## src/rtl/uart_tx_arb.sv

```systemverilog
// Round-robin arbiter that merges byte-stream requesters into one UART character FIFO, with an optional source tag byte per message.
// Grant is registered one cycle after a valid is seen in IDLE; data req_ready is combinational !char_fifo_full for the owner only.
module uart_tx_arb #(
  parameter int NUM_REQ = 3,
  parameter int TAG_EN  = 1,
  parameter int TIMEOUT = 255
) (
  input  logic                   clk_tx,
  input  logic                   rst_clk_tx_n,
  input  logic [NUM_REQ-1:0]     req_valid,
  input  logic [8*NUM_REQ-1:0]   req_data,
  input  logic [NUM_REQ-1:0]     req_last,
  output logic [NUM_REQ-1:0]     req_ready,
  input  logic                   char_fifo_full,
  output logic                   char_fifo_wr_en,
  output logic [7:0]             char_fifo_din,
  output logic [NUM_REQ-1:0]     grant,
  output logic                   busy,
  output logic                   err_timeout
);

  localparam int IW = (NUM_REQ > 1) ? $clog2(NUM_REQ) : 1;

  typedef enum logic [1:0] {IDLE, TAG, DATA} state_t;

  state_t              state_q, state_d;
  logic [NUM_REQ-1:0]  grant_q, grant_d;
  logic [IW-1:0]       gidx_q, gidx_d;
  logic [IW-1:0]       ptr_q, ptr_d;
  logic [15:0]         stall_q, stall_d;

  logic                pick_found;
  logic [IW-1:0]       pick_idx;
  logic [IW-1:0]       ptr_after;

  // First valid requester at or above ptr, wrapping past NUM_REQ-1 to 0.
  always_comb begin
    int cand;
    cand       = 0;
    pick_found = 1'b0;
    pick_idx   = '0;
    for (int k = 0; k < NUM_REQ; k++) begin
      cand = (int'(ptr_q) + k) % NUM_REQ;
      if (!pick_found && req_valid[cand]) begin
        pick_found = 1'b1;
        pick_idx   = IW'(cand);
      end
    end
  end

  assign ptr_after = (gidx_q == IW'(NUM_REQ - 1)) ? '0 : gidx_q + 1'b1;

  always_comb begin
    state_d         = state_q;
    grant_d         = grant_q;
    gidx_d          = gidx_q;
    ptr_d           = ptr_q;
    stall_d         = stall_q;
    req_ready       = '0;
    char_fifo_wr_en = 1'b0;
    char_fifo_din   = 8'h00;
    err_timeout     = 1'b0;
    case (state_q)
      IDLE: begin
        stall_d = '0;
        if (pick_found) begin
          grant_d = NUM_REQ'(1) << pick_idx;
          gidx_d  = pick_idx;
          state_d = (TAG_EN != 0) ? TAG : DATA;
        end
      end
      TAG: begin
        stall_d = '0;
        if (!char_fifo_full) begin
          char_fifo_wr_en = 1'b1;
          char_fifo_din   = 8'h30 + 8'(gidx_q);
          state_d         = DATA;
        end
      end
      DATA: begin
        req_ready[gidx_q] = !char_fifo_full;
        if (req_valid[gidx_q] && !char_fifo_full) begin
          char_fifo_wr_en = 1'b1;
          char_fifo_din   = req_data[8*gidx_q +: 8];
          stall_d         = '0;
          if (req_last[gidx_q]) begin
            grant_d = '0;
            ptr_d   = ptr_after;
            state_d = IDLE;
          end
        end else if (!req_valid[gidx_q] && !char_fifo_full) begin
          // Abort on the idle cycle that brings the count up to TIMEOUT.
          if (stall_q == 16'(TIMEOUT - 1)) begin
            err_timeout = 1'b1;
            grant_d     = '0;
            ptr_d       = ptr_after;
            state_d     = IDLE;
          end else begin
            stall_d = stall_q + 16'd1;
          end
        end
      end
      default: state_d = IDLE;
    endcase
  end

  always_ff @(posedge clk_tx or negedge rst_clk_tx_n) begin
    if (!rst_clk_tx_n) begin
      state_q <= IDLE;
      grant_q <= '0;
      gidx_q  <= '0;
      ptr_q   <= '0;
      stall_q <= '0;
    end else begin
      state_q <= state_d;
      grant_q <= grant_d;
      gidx_q  <= gidx_d;
      ptr_q   <= ptr_d;
      stall_q <= stall_d;
    end
  end

  assign grant = grant_q;
  assign busy  = (state_q != IDLE);

endmodule

```

## config.mk

```make
export PLATFORM = sky130hd
export DESIGN_NAME = uart_tx_arb
export DESIGN_NICKNAME = d
export VERILOG_FILES = /design/src/rtl/uart_tx_arb.sv
export SDC_FILE = /design/constraint.sdc
export NUM_CORES = 1
export LEC_CHECK = 0
export CAP_MARGIN = 20
export CORE_ASPECT_RATIO = 0.8
export CORE_MARGIN = 2
export CORE_UTILIZATION = 45
export DETAILED_ROUTE_END_ITERATION = 8
export PLACE_DENSITY = 0.73
export SLEW_MARGIN = 30
export SYNTH_ARGS = -nofsm -noshare
export SYNTH_HDL_FRONTEND = slang
export SYNTH_SLANG_ARGS = --single-unit
```

## constraint.sdc

```tcl
create_clock -name clk_tx -period 2 [get_ports clk_tx]
set_clock_uncertainty 0.05 [all_clocks]
set_input_delay 0.5 -clock clk_tx [delete_from_list [all_inputs] [get_ports clk_tx]]
set_output_delay 0.5 -clock clk_tx [all_outputs]
set_load 0.01 [all_outputs]
```

==> qor.csv, run 1 <==
metric,value,unit
run status,"complete, but fails checks",
failing checks,negative setup slack,
drt total wl,9930,um
# nets final,412,
internal cell power,2850,uW
non-filler cells in the finished layout,426,
clock-pin slew on the worst setup and hold paths,0.10,ns
CP Class,reg2out,
FILL cells,183,
CTS tree,yes,
post-synthesis mux area share,9.10,%
Final Cycle Share,121,%
sequential cell fraction of total power,13.6,%
DP HPWL,4600,um
RSZ-0062 raised after global routing,true,
vias post-DR,2750,
setup TNS,-7.28,ns
largest net degree at the start of global routing,26,
Critical Path Sink Type,output pin,
initial antenna violation count,0,
Placeable Area,4260,um2
Max-Cap Viols,0,
main combinational cell family by area after synthesis,simple AND/OR/NAND/NOR gates,
"number of placed instances, taps included",394,
multi-input logic area,1810,um2
setup slack at placement,-0.856,ns
Slew @ Worst Pin,0.789,ns
YS warnings,0,
Crit Path Max Fanout,5,
Hold Path Class,reg2reg,
Final WS setup,-0.427,ns
Achievable Freq,412,MHz
Max clock buf depth,2,
Leakage,0.00166,uW
"EDFF count, synth",0,
total grt overflow,0,
GRT Total Usage,31.0,%
arrival time at the worst endpoint,1.88,ns
vias per cell,6.46,
min Tclk post-route,2.43,ns
routability cong.,0.892,
simple-gate share of the synthesized area,26.2,%
"Hold Vio Cnt, Final",0,
cell count after synthesis,239,
flop2flop setup slack,-0.34,ns
clk sinks,25,
Pwr Total,5420,uW
asr flop ratio synth,100,%
net count after synthesis,281,
synth unique cells,54,
Chip Width,78.9,um
IO buf count,49,
H-Tree Depth,1,
# diodes,0,
area growth from synthesis to layout,86.5,%
drt first-iter violations,365,
Gate power share,80.3,%
ratio of cells with drive above 1 in the final layout,52.8,%
global-route wire length before repair,12200,um
ANT nets after route,0,
Psw,2570,uW
syn avg cell area,8.46,um2
register area share after synthesis,30.9,%
xor/xnor share of the synthesized area,4.33,%
Sw Share,47.4,%
Pre-antenna DRT Iters,7,
Clk pwr share,6.1,%
number of global-route vias before repair,2432,
pins over their slew limit,0,
Pwr per Cell Area,1440,nW/um2
crit start category,flop,
Register Area,628,um2
"Cell Area, Synth",2020,um2
standard-cell rows,21,
DRC viols,0,
post-synthesis adder-cell area fraction,5.57,%
Peak VDD IR,1.25,mV
Main synth FF type,dfrtp_1,
number of CTS-inserted buffers,3,
drt wl/cell,23.3,um
Max-slew headroom,47.2,%
initial core utilization,47.5,%
CP required,1.45,ns
Die Y,64.0,um
final setup fails,33,
register bit total from synthesis,25,
die area,5050,um2
I/O pin count,50,
root buffer cell,clkbuf_8,
Synth Area in Compound Gates,18.4,%
Clock Latency Late Sink,0.29,ns
per-layer routing:
layer	track usage [%]	wire, um	vias to the layer above
met3	9.18	1140	66
met1	39.0	3820	1310
met4	12.1	515	0
li1	-	-	1133
met2	50.3	4460	241
met5	0	0	-
sequential cells by signal (all words and copies together) (netlist names):
register	count
stall_q	16
grant	3
gidx_q	2
ptr_q	2
state_q	2
cell usage after synthesis (2+ instances only):
library cell,n,area share [%]
nor4_1,3,0.93
nor2b_1,2,0.62
nor2_1,29,5.4
o21ai_0,6,1.5
nor3_1,13,3.2
o31ai_1,2,0.74
a21oi_1,11,2.7
and2_1,3,0.93
mux2_2,3,1.7
a31oi_1,2,0.62
and3_1,2,0.62
xor2_1,7,3.0
clkbuf_1,5,0.93
o22a_1,2,0.87
o22ai_1,4,1.2
buf_4,2,0.74
nand2_1,19,3.5
dfrtp_1,25,31
mux2i_1,15,7.4
o21ai_1,2,0.50
nand2b_1,7,2.2
inv_1,11,2.0
o2bb2ai_1,5,2.2
nand3_1,8,2.0
a221oi_1,2,0.87
o41ai_1,2,0.87
o211ai_1,2,0.74
ha_1,9,5.6
xnor2_1,3,1.3
buf_2,4,0.99
nand4_1,5,1.5
and4_1,2,0.87
logic make-up (layout without fill, tap and decap cells):
group	count (synthesis)	after routing
simple gates	102	102
xor+xnor	10	10
flops	25	25
mux	18	18
compound gates	51	51
buf+inv	24	154
fa+ha+maj	9	9
per-stage QoR:
stage          util [%]  area (um2)  hold WS (ns)
2_1_floorplan         -        2060         0.154
3_3_place_gp       71.1        3030         0.443
3_5_place_dp       71.1        3030         0.449
4_1_cts            79.5        3390         0.477
5_1_grt            88.6        3770         0.507
6_report           88.6        3770         0.504
power by group through the flow:
| stage | logic (uW) | clock network, uW | registers [uW] |
|---|---|---|---|
| 2_1_floorplan | 1510 | 0 | 682 |
| 3_3_place_gp | 2530 | 0 | 696 |
| 3_5_place_dp | 2580 | 0 | 696 |
| 4_1_cts | 3190 | 327 | 704 |
| 5_1_grt | 4520 | 342 | 742 |
| 6_report | 4350 | 331 | 738 |
worst paths after layout:
check	start	endpoint	cells after the start
worst max-delay path	gidx_q[0]$_DFFE_PN0P_	char_fifo_din[1]	6
worst min-delay path	grant[1]$_DFFE_PN0P_	grant[1]$_DFFE_PN0P_	1
worst max register to register	ptr_q[1]$_DFFE_PN0P_	grant[0]$_DFFE_PN0P_	9
worst min register to register	grant[1]$_DFFE_PN0P_	grant[1]$_DFFE_PN0P_	1
max in group asynchronous	rst_clk_tx_n	gidx_q[0]$_DFFE_PN0P_	2
min in group asynchronous	rst_clk_tx_n	stall_q[4]$_DFFE_PN0P_	2
repair_timing:
action / in CTS / in global routing
hold buffers: 0 / 0
pin swaps: 20 / 30
buffers inserted: 21 / 13
gates resized for setup: 111 / 69
cloned: 1 / 0
endpoints found under the setup margin: 35 / 37
layout make-up:
class | instances | share of cell area [%]
clock buffer | 3 | 1.09
timing repair buffer | 139 | 31.0
multi-input combinational | 190 | 48.0
tap | 57 | 1.89
clock inverter | 1 | 0.199
sequential | 25 | 16.7
inverter | 11 | 1.16
placed cells by master, fill, tap and decap left out, drive strengths merged, types with 7 or more instances in the layout:
master,n
buf,103
clkdlybuf4s50,31
nor2,29
dfrtp,25
nand2,20
mux2i,15
nor3,13
inv,11
a21oi,11
ha,9
o21ai,9
nand3,8
xor2,7
nand2b,7
critical path, cell delays in order, from the launching register on:
cell,delay (ns)
dfrtp_2,0.46
mux2i_1,0.16
o2bb2ai_2,0.20
nand4b_1,0.27
buf_4,0.26
o22ai_2,0.09
buf_2,0.15
Note: power is estimated with default switching activity, not from simulation.
==> inputs of run 2 (changes only) <==
==> constraint.sdc (replaced) <==
create_clock -name clk_tx -period 2 [get_ports clk_tx]
set_clock_uncertainty 0.05 [all_clocks]
set_input_delay 0.5 -clock clk_tx [delete_from_list [all_inputs] [get_ports clk_tx]]
set_output_delay 0.5 -clock clk_tx [all_outputs]
set_load 0.005 [all_outputs]
==> qor.csv, run 2 (synthesis results as in run 1) <==
metric,value,unit,change
run status,"complete, but fails checks",,
failing checks,negative setup slack,,
Clock Latency Late Sink,0.28,ns,about the same
H-Tree Depth,1,,unchanged
Register Area,629,um2,+0.20%
Final WS setup,-0.485,ns,-0.0584 ns
Pre-antenna DRT Iters,5,,-2
Min-Delay Path Depth,1,,unchanged
RSZ-0062 raised after global routing,true,,
root buffer cell,clkbuf_8,,
# diodes,0,,unchanged
ANT nets after route,0,,unchanged
CP required,1.45,ns,about the same
final hold slack,0.471,ns,-0.0329 ns
Pwr per Cell Area,1420,nW/um2,-0.83%
vias post-DR,2712,,-1.4%
die area,5050,um2,unchanged
CTS tree,yes,,
I/O pin count,50,,unchanged
setup TNS,-8.46,ns,-1.17 ns
pins over their slew limit,0,,unchanged
standard-cell rows,21,,unchanged
clk sinks,25,,unchanged
area growth from synthesis to layout,85.6,%,
non-filler cells in the finished layout,430,,+0.94%
"Hold Vio Cnt, Final",0,,unchanged
Max-Cap Viols,0,,unchanged
number of CTS-inserted buffers,3,,unchanged
"Most flops, register",stall_q,,
Psw,2460,uW,-4.2%
global-route wire length before repair,12300,um,+0.80%
IO buf count,49,,unchanged
Die Y,64.0,um,unchanged
CP Class,reg2out,,
vias per cell,6.31,,-2.3%
initial antenna violation count,0,,unchanged
total grt overflow,0,,unchanged
Achievable Freq,402,MHz,-2.4%
most common library cell in the layout ignoring fill and taps,buf_4,,
internal cell power,2890,uW,+1.3%
Clk pwr share,5.9,%,-0.2 points
Sw Share,46.0,%,-1.4 points
largest net degree at the start of global routing,26,,unchanged
FILL cells,200,,+9.3%
Hold Path Class,reg2reg,,
Final Cycle Share,124,%,+2.9 points
Chip Width,78.9,um,unchanged
Peak VDD IR,1.32,mV,+5.3%
drt total wl,9950,um,+0.21%
Gate power share,80.4,%,about the same
arrival time at the worst endpoint,1.93,ns,+0.05 ns
Slew @ Worst Pin,0.698,ns,-0.0911 ns
number of flip-flops in the largest register,16,,unchanged
GRT Total Usage,31.4,%,+0.42 points
final setup fails,35,,+6.1%
Placeable Area,4260,um2,unchanged
drt first-iter violations,296,,-19%
sequential cell fraction of total power,13.7,%,about the same
# nets final,416,,+0.97%
most frequent cells in the layout,"73 x buf_4, 31 x clkdlybuf4s50_1, 24 x nor2_1, 22 x dfrtp_1, 18 x buf_6",,
Max clock buf depth,2,,unchanged
min Tclk post-route,2.48,ns,+0.0584 ns
multi-input logic area,1740,um2,-3.7%
routability cong.,0.937,,+5.0%
clock-pin slew on the worst setup and hold paths,0.08,ns,-0.02 ns
Crit Path Max Fanout,4,,-1
Critical Path Sink Type,output pin,,
initial core utilization,47.5,%,unchanged
Leakage,0.00165,uW,-0.26%
R2R depth,10,,+1
drt wl/cell,23.1,um,-0.72%
DRC viols,0,,unchanged
ratio of cells with drive above 1 in the final layout,51.5,%,-1.4 points
Max-slew headroom,53.1,%,+5.9 points
crit start category,flop,,
"number of placed instances, taps included",392,,-0.51%
DP HPWL,4460,um,-3.0%
number of global-route vias before repair,2534,,+4.2%
[run 2: critical path: stages, from the launching register on]
cell	delay, ns
dfrtp_1	0.41
inv_2	0.09
ha_2	0.37
nand4b_1	0.23
buf_6	0.20
buf_6	0.13
a21oi_2	0.12
buf_2	0.13
[run 2: final timing paths]
kind / start / endpoint / slack, ns
hold reg to reg: grant[1]$_DFFE_PN0P_ / grant[1]$_DFFE_PN0P_ / 0.47
min in group asynchronous: rst_clk_tx_n / stall_q[4]$_DFFE_PN0P_ / 0.54
max in group asynchronous: rst_clk_tx_n / ptr_q[1]$_DFFE_PN0P_ / 1.08
setup reg to reg: gidx_q[0]$_DFFE_PN0P_ / stall_q[4]$_DFFE_PN0P_ / -0.30
hold / removal: grant[1]$_DFFE_PN0P_ / grant[1]$_DFFE_PN0P_ / 0.47
setup / recovery: state_q[0]$_DFFE_PN0P_ / char_fifo_din[4] / -0.48
[run 2: area by class of cell]
type	count	share of cell area (%)
tap	57	1.90
sequential	25	16.8
multi-input combinational	190	46.5
timing repair buffer	143	32.5
clock buffer	3	1.10
clock inverter	1	0.133
inverter	11	1.17
[run 2: power by group through the flow]
stage / logic (uW) / clock network (uW) / registers, uW
after global placement: 2430 / 0 / 685
after global routing: 4430 / 336 / 733
after CTS: 3180 / 305 / 698
after floorplan: 1430 / 0 / 673
after detailed placement: 2470 / 0 / 689
final: 4300 / 313 / 733
[run 2: repair_timing]
action,in CTS,in global routing
setup buffers,20,15
endpoints found under the setup margin,38,38
gates cloned,1,0
hold buffers,0,0
endpoints found under the hold margin,0,0
resized for setup,121,54
pin swaps,31,22
[run 2: per-layer routing]
metal	track usage, %	share of wire (%)	vias up
li1	-	-	1138
met1	38.6	38	1294
met2	52.9	47	217
met3	7.63	10	63
met4	13.4	5.2	0
met5	0	0	-
[run 2: per-stage QoR]
step	utilization, %	setup slack (ns)	area, um2	total power [uW]
global placement	70.0	-0.729	2980	3110
finish	88.2	-0.485	3750	5350
global route	88.2	-0.503	3750	5500
CTS	80.3	-0.260	3420	4180
detailed placement	70.0	-0.764	2980	3160
floorplan	-	-0.00862	2040	2100
==> inputs of run 3 (changes only) <==
--- a/config.mk
+++ b/config.mk
@@ -10,7 +10,7 @@
 export CORE_MARGIN = 2
 export CORE_UTILIZATION = 45
 export DETAILED_ROUTE_END_ITERATION = 8
-export PLACE_DENSITY = 0.73
+export PLACE_DENSITY = 0.7
 export SLEW_MARGIN = 30
 export SYNTH_ARGS = -nofsm -noshare
 export SYNTH_HDL_FRONTEND = slang
==> constraint.sdc (replaced) <==
create_clock -name clk_tx -period 2.8 [get_ports clk_tx]
set_clock_uncertainty 0.05 [all_clocks]
set_input_delay 0.7 -clock clk_tx [delete_from_list [all_inputs] [get_ports clk_tx]]
set_output_delay 0.7 -clock clk_tx [all_outputs]
set_load 0.005 [all_outputs]
==> qor.csv, run 3 (synthesis results as in run 1) <==
metric,value,unit,change
run status,"finished, final reports clean",,
setup slack at placement,-0.385,ns,+0.378 ns
Leakage,0.00119,uW,-28%
Placeable Area,4260,um2,unchanged
Max-slew headroom,66.2,%,+13 points
Final WS setup,0.103,ns,+0.588 ns
crit start category,flop,,
placed inst area,2650,um2,-11%
arrival time at the worst endpoint,1.95,ns,+0.02 ns
Clock Latency Late Sink,0.27,ns,about the same
most frequent cells in the layout,"37 x clkdlybuf4s50_1, 29 x nor2_1, 26 x buf_4, 25 x dfrtp_1, 18 x nand2_1",,
min Tclk post-route,2.70,ns,
H-Tree Depth,1,,unchanged
largest net degree at the start of global routing,26,,unchanged
non-filler cells in the finished layout,363,,-16%
post-route design area,2760,um2,-27%
DP HPWL,3970,um,-11%
GRT Total Usage,22.1,%,-9.3 points
number of CTS-inserted buffers,3,,unchanged
Max-Cap Viols,0,,unchanged
drt wl/cell,14.7,um,-37%
fin util,64.8,%,-23 points
Die Y,64.0,um,unchanged
Clk pwr share,9.6,%,+3.7 points
most common library cell in the layout ignoring fill and taps,clkdlybuf4s50_1,,
# nets final,349,,-16%
final setup fails,0,,-100%
Slew @ Worst Pin,0.504,ns,-0.194 ns
Pre-antenna DRT Iters,4,,-1
sequential cell fraction of total power,22.1,%,+8.4 points
CP required,2.05,ns,+0.60 ns
vias post-DR,2023,,-25%
Crit Path Max Fanout,5,,+1
"Most flops, register",stall_q,,
Peak VDD IR,0.498,mV,-62%
vias per cell,5.57,,-12%
Chip Width,78.9,um,unchanged
Hold Path Class,reg2reg,,
clk sinks,25,,unchanged
ratio of cells with drive above 1 in the final layout,15.7,%,-36 points
CTS hold repair buffers,0,,unchanged
ANT nets after route,0,,unchanged
Achievable Freq,371,MHz,
I/O pin count,50,,unchanged
pins over their slew limit,0,,unchanged
root buffer cell,clkbuf_8,,
drt first-iter violations,110,,-63%
Sw Share,44.9,%,-1.1 points
Final Cycle Share,96.3,%,
area growth from synthesis to layout,36.4,%,
Psw,1010,uW,-59%
IO buf count,49,,unchanged
die area,5050,um2,unchanged
Gate power share,68.3,%,-12 points
total grt overflow,0,,unchanged
initial core utilization,47.5,%,unchanged
CTS tree,yes,,
clock-pin slew on the worst setup and hold paths,0.08,ns,about the same
Top delay family on crit path,buffers and inverters,,
routability cong.,0.930,,-0.79%
# diodes,0,,unchanged
Critical Path Max Stage Delay,0.49,ns,+0.08 ns
number of flip-flops in the largest register,16,,unchanged
drt total wl,5330,um,-46%
initial antenna violation count,0,,unchanged
DRC viols,0,,unchanged
Max clock buf depth,2,,unchanged
CP Cell Sequence,inv_1 > ha_1 > nor2b_2 > nand2_2 > nand2_1 > clkdlybuf4s50_1,,
Worst Path Buf+Inv,2,,-2
"Slowest-stage cell, CP",clkdlybuf4s50_1,,
CP Class,reg2out,,
Critical Path Sink Type,output pin,,
"number of placed instances, taps included",350,,-11%
"Hold Vio Cnt, Final",0,,unchanged
RSZ-0062 raised after global routing,false,,
standard-cell rows,21,,unchanged
internal cell power,1240,uW,-57%
number of global-route vias before repair,1871,,-26%
global-route wire length before repair,8820,um,-28%
Pwr per Cell Area,817,nW/um2,-43%
==> run 3: what timing repair did <==
| item | 4_1_cts | 5_1_grt |
|---|---|---|
| gates resized for setup | 21 | 8 |
| buffers inserted | 7 | 2 |
| endpoints found under the setup margin | 13 | 12 |
| pin swaps | 2 | 2 |
==> run 3: worst paths after layout <==
path / startpoint / depth (start not counted) / slack [ns] / endpoint
setup / recovery: state_q[1]$_DFFE_PN0P_ / 6 / 0.10 / char_fifo_wr_en
hold / removal: grant[0]$_DFFE_PN0P_ / 1 / 0.47 / grant[0]$_DFFE_PN0P_
setup reg to reg: gidx_q[0]$_DFFE_PN0P_ / 14 / 0.17 / stall_q[7]$_DFFE_PN0P_
hold reg to reg: grant[0]$_DFFE_PN0P_ / 1 / 0.47 / grant[0]$_DFFE_PN0P_
max in group asynchronous: rst_clk_tx_n / 2 / 1.71 / state_q[1]$_DFFE_PN0P_
min in group asynchronous: rst_clk_tx_n / 2 / 0.73 / stall_q[8]$_DFFE_PN0P_
==> run 3: stage by stage <==
step | TNS (ns) | power (uW) | hold slack [ns]
6_report | 0 | 2250 | 0.468
5_1_grt | 0 | 2450 | 0.493
4_1_cts | 0 | 2200 | 0.470
3_5_place_dp | -3.59 | 1950 | 0.452
3_3_place_gp | -3.32 | 1940 | 0.445
2_1_floorplan | 0 | 1480 | 0.354
==> run 3: worst reg2reg max path: stages, from the launching register on <==
cell,delay (ns)
dfrtp_1,0.42
mux2i_2,0.17
buf_4,0.13
buf_4,0.11
buf_4,0.12
buf_4,0.13
buf_4,0.13
buf_4,0.13
buf_4,0.13
o211a_4,0.27
o22ai_4,0.25
buf_4,0.18
nand3_1,0.09
xor2_1,0.17
nor2_1,0.06
==> run 3: power by group through the flow <==
stage	combinational (uW)	clock (uW)	sequential [uW]
6_report	1540	215	499
5_1_grt	1710	238	506
4_1_cts	1490	221	495
3_5_place_dp	1450	0	499
3_3_place_gp	1440	0	499
2_1_floorplan	999	0	480
==> run 3: final cells by class <==
type | instances | area [um2]
inverters | 11 | 41.3
flip-flops and latches | 25 | 626
clock buffers | 4 | 45.0
multi-input cells | 190 | 1310
repair buffers | 76 | 667
fillers | 380 | 1500
well taps | 57 | 71.3
==> run 3: routing by layer <==
layer	track usage (%)	up-vias	wire, um
met2	32.9	78	2170
met3	4.66	3	420
met5	0	-	0
met4	4.74	0	14
li1	-	1001	-
met1	33.1	941	2720
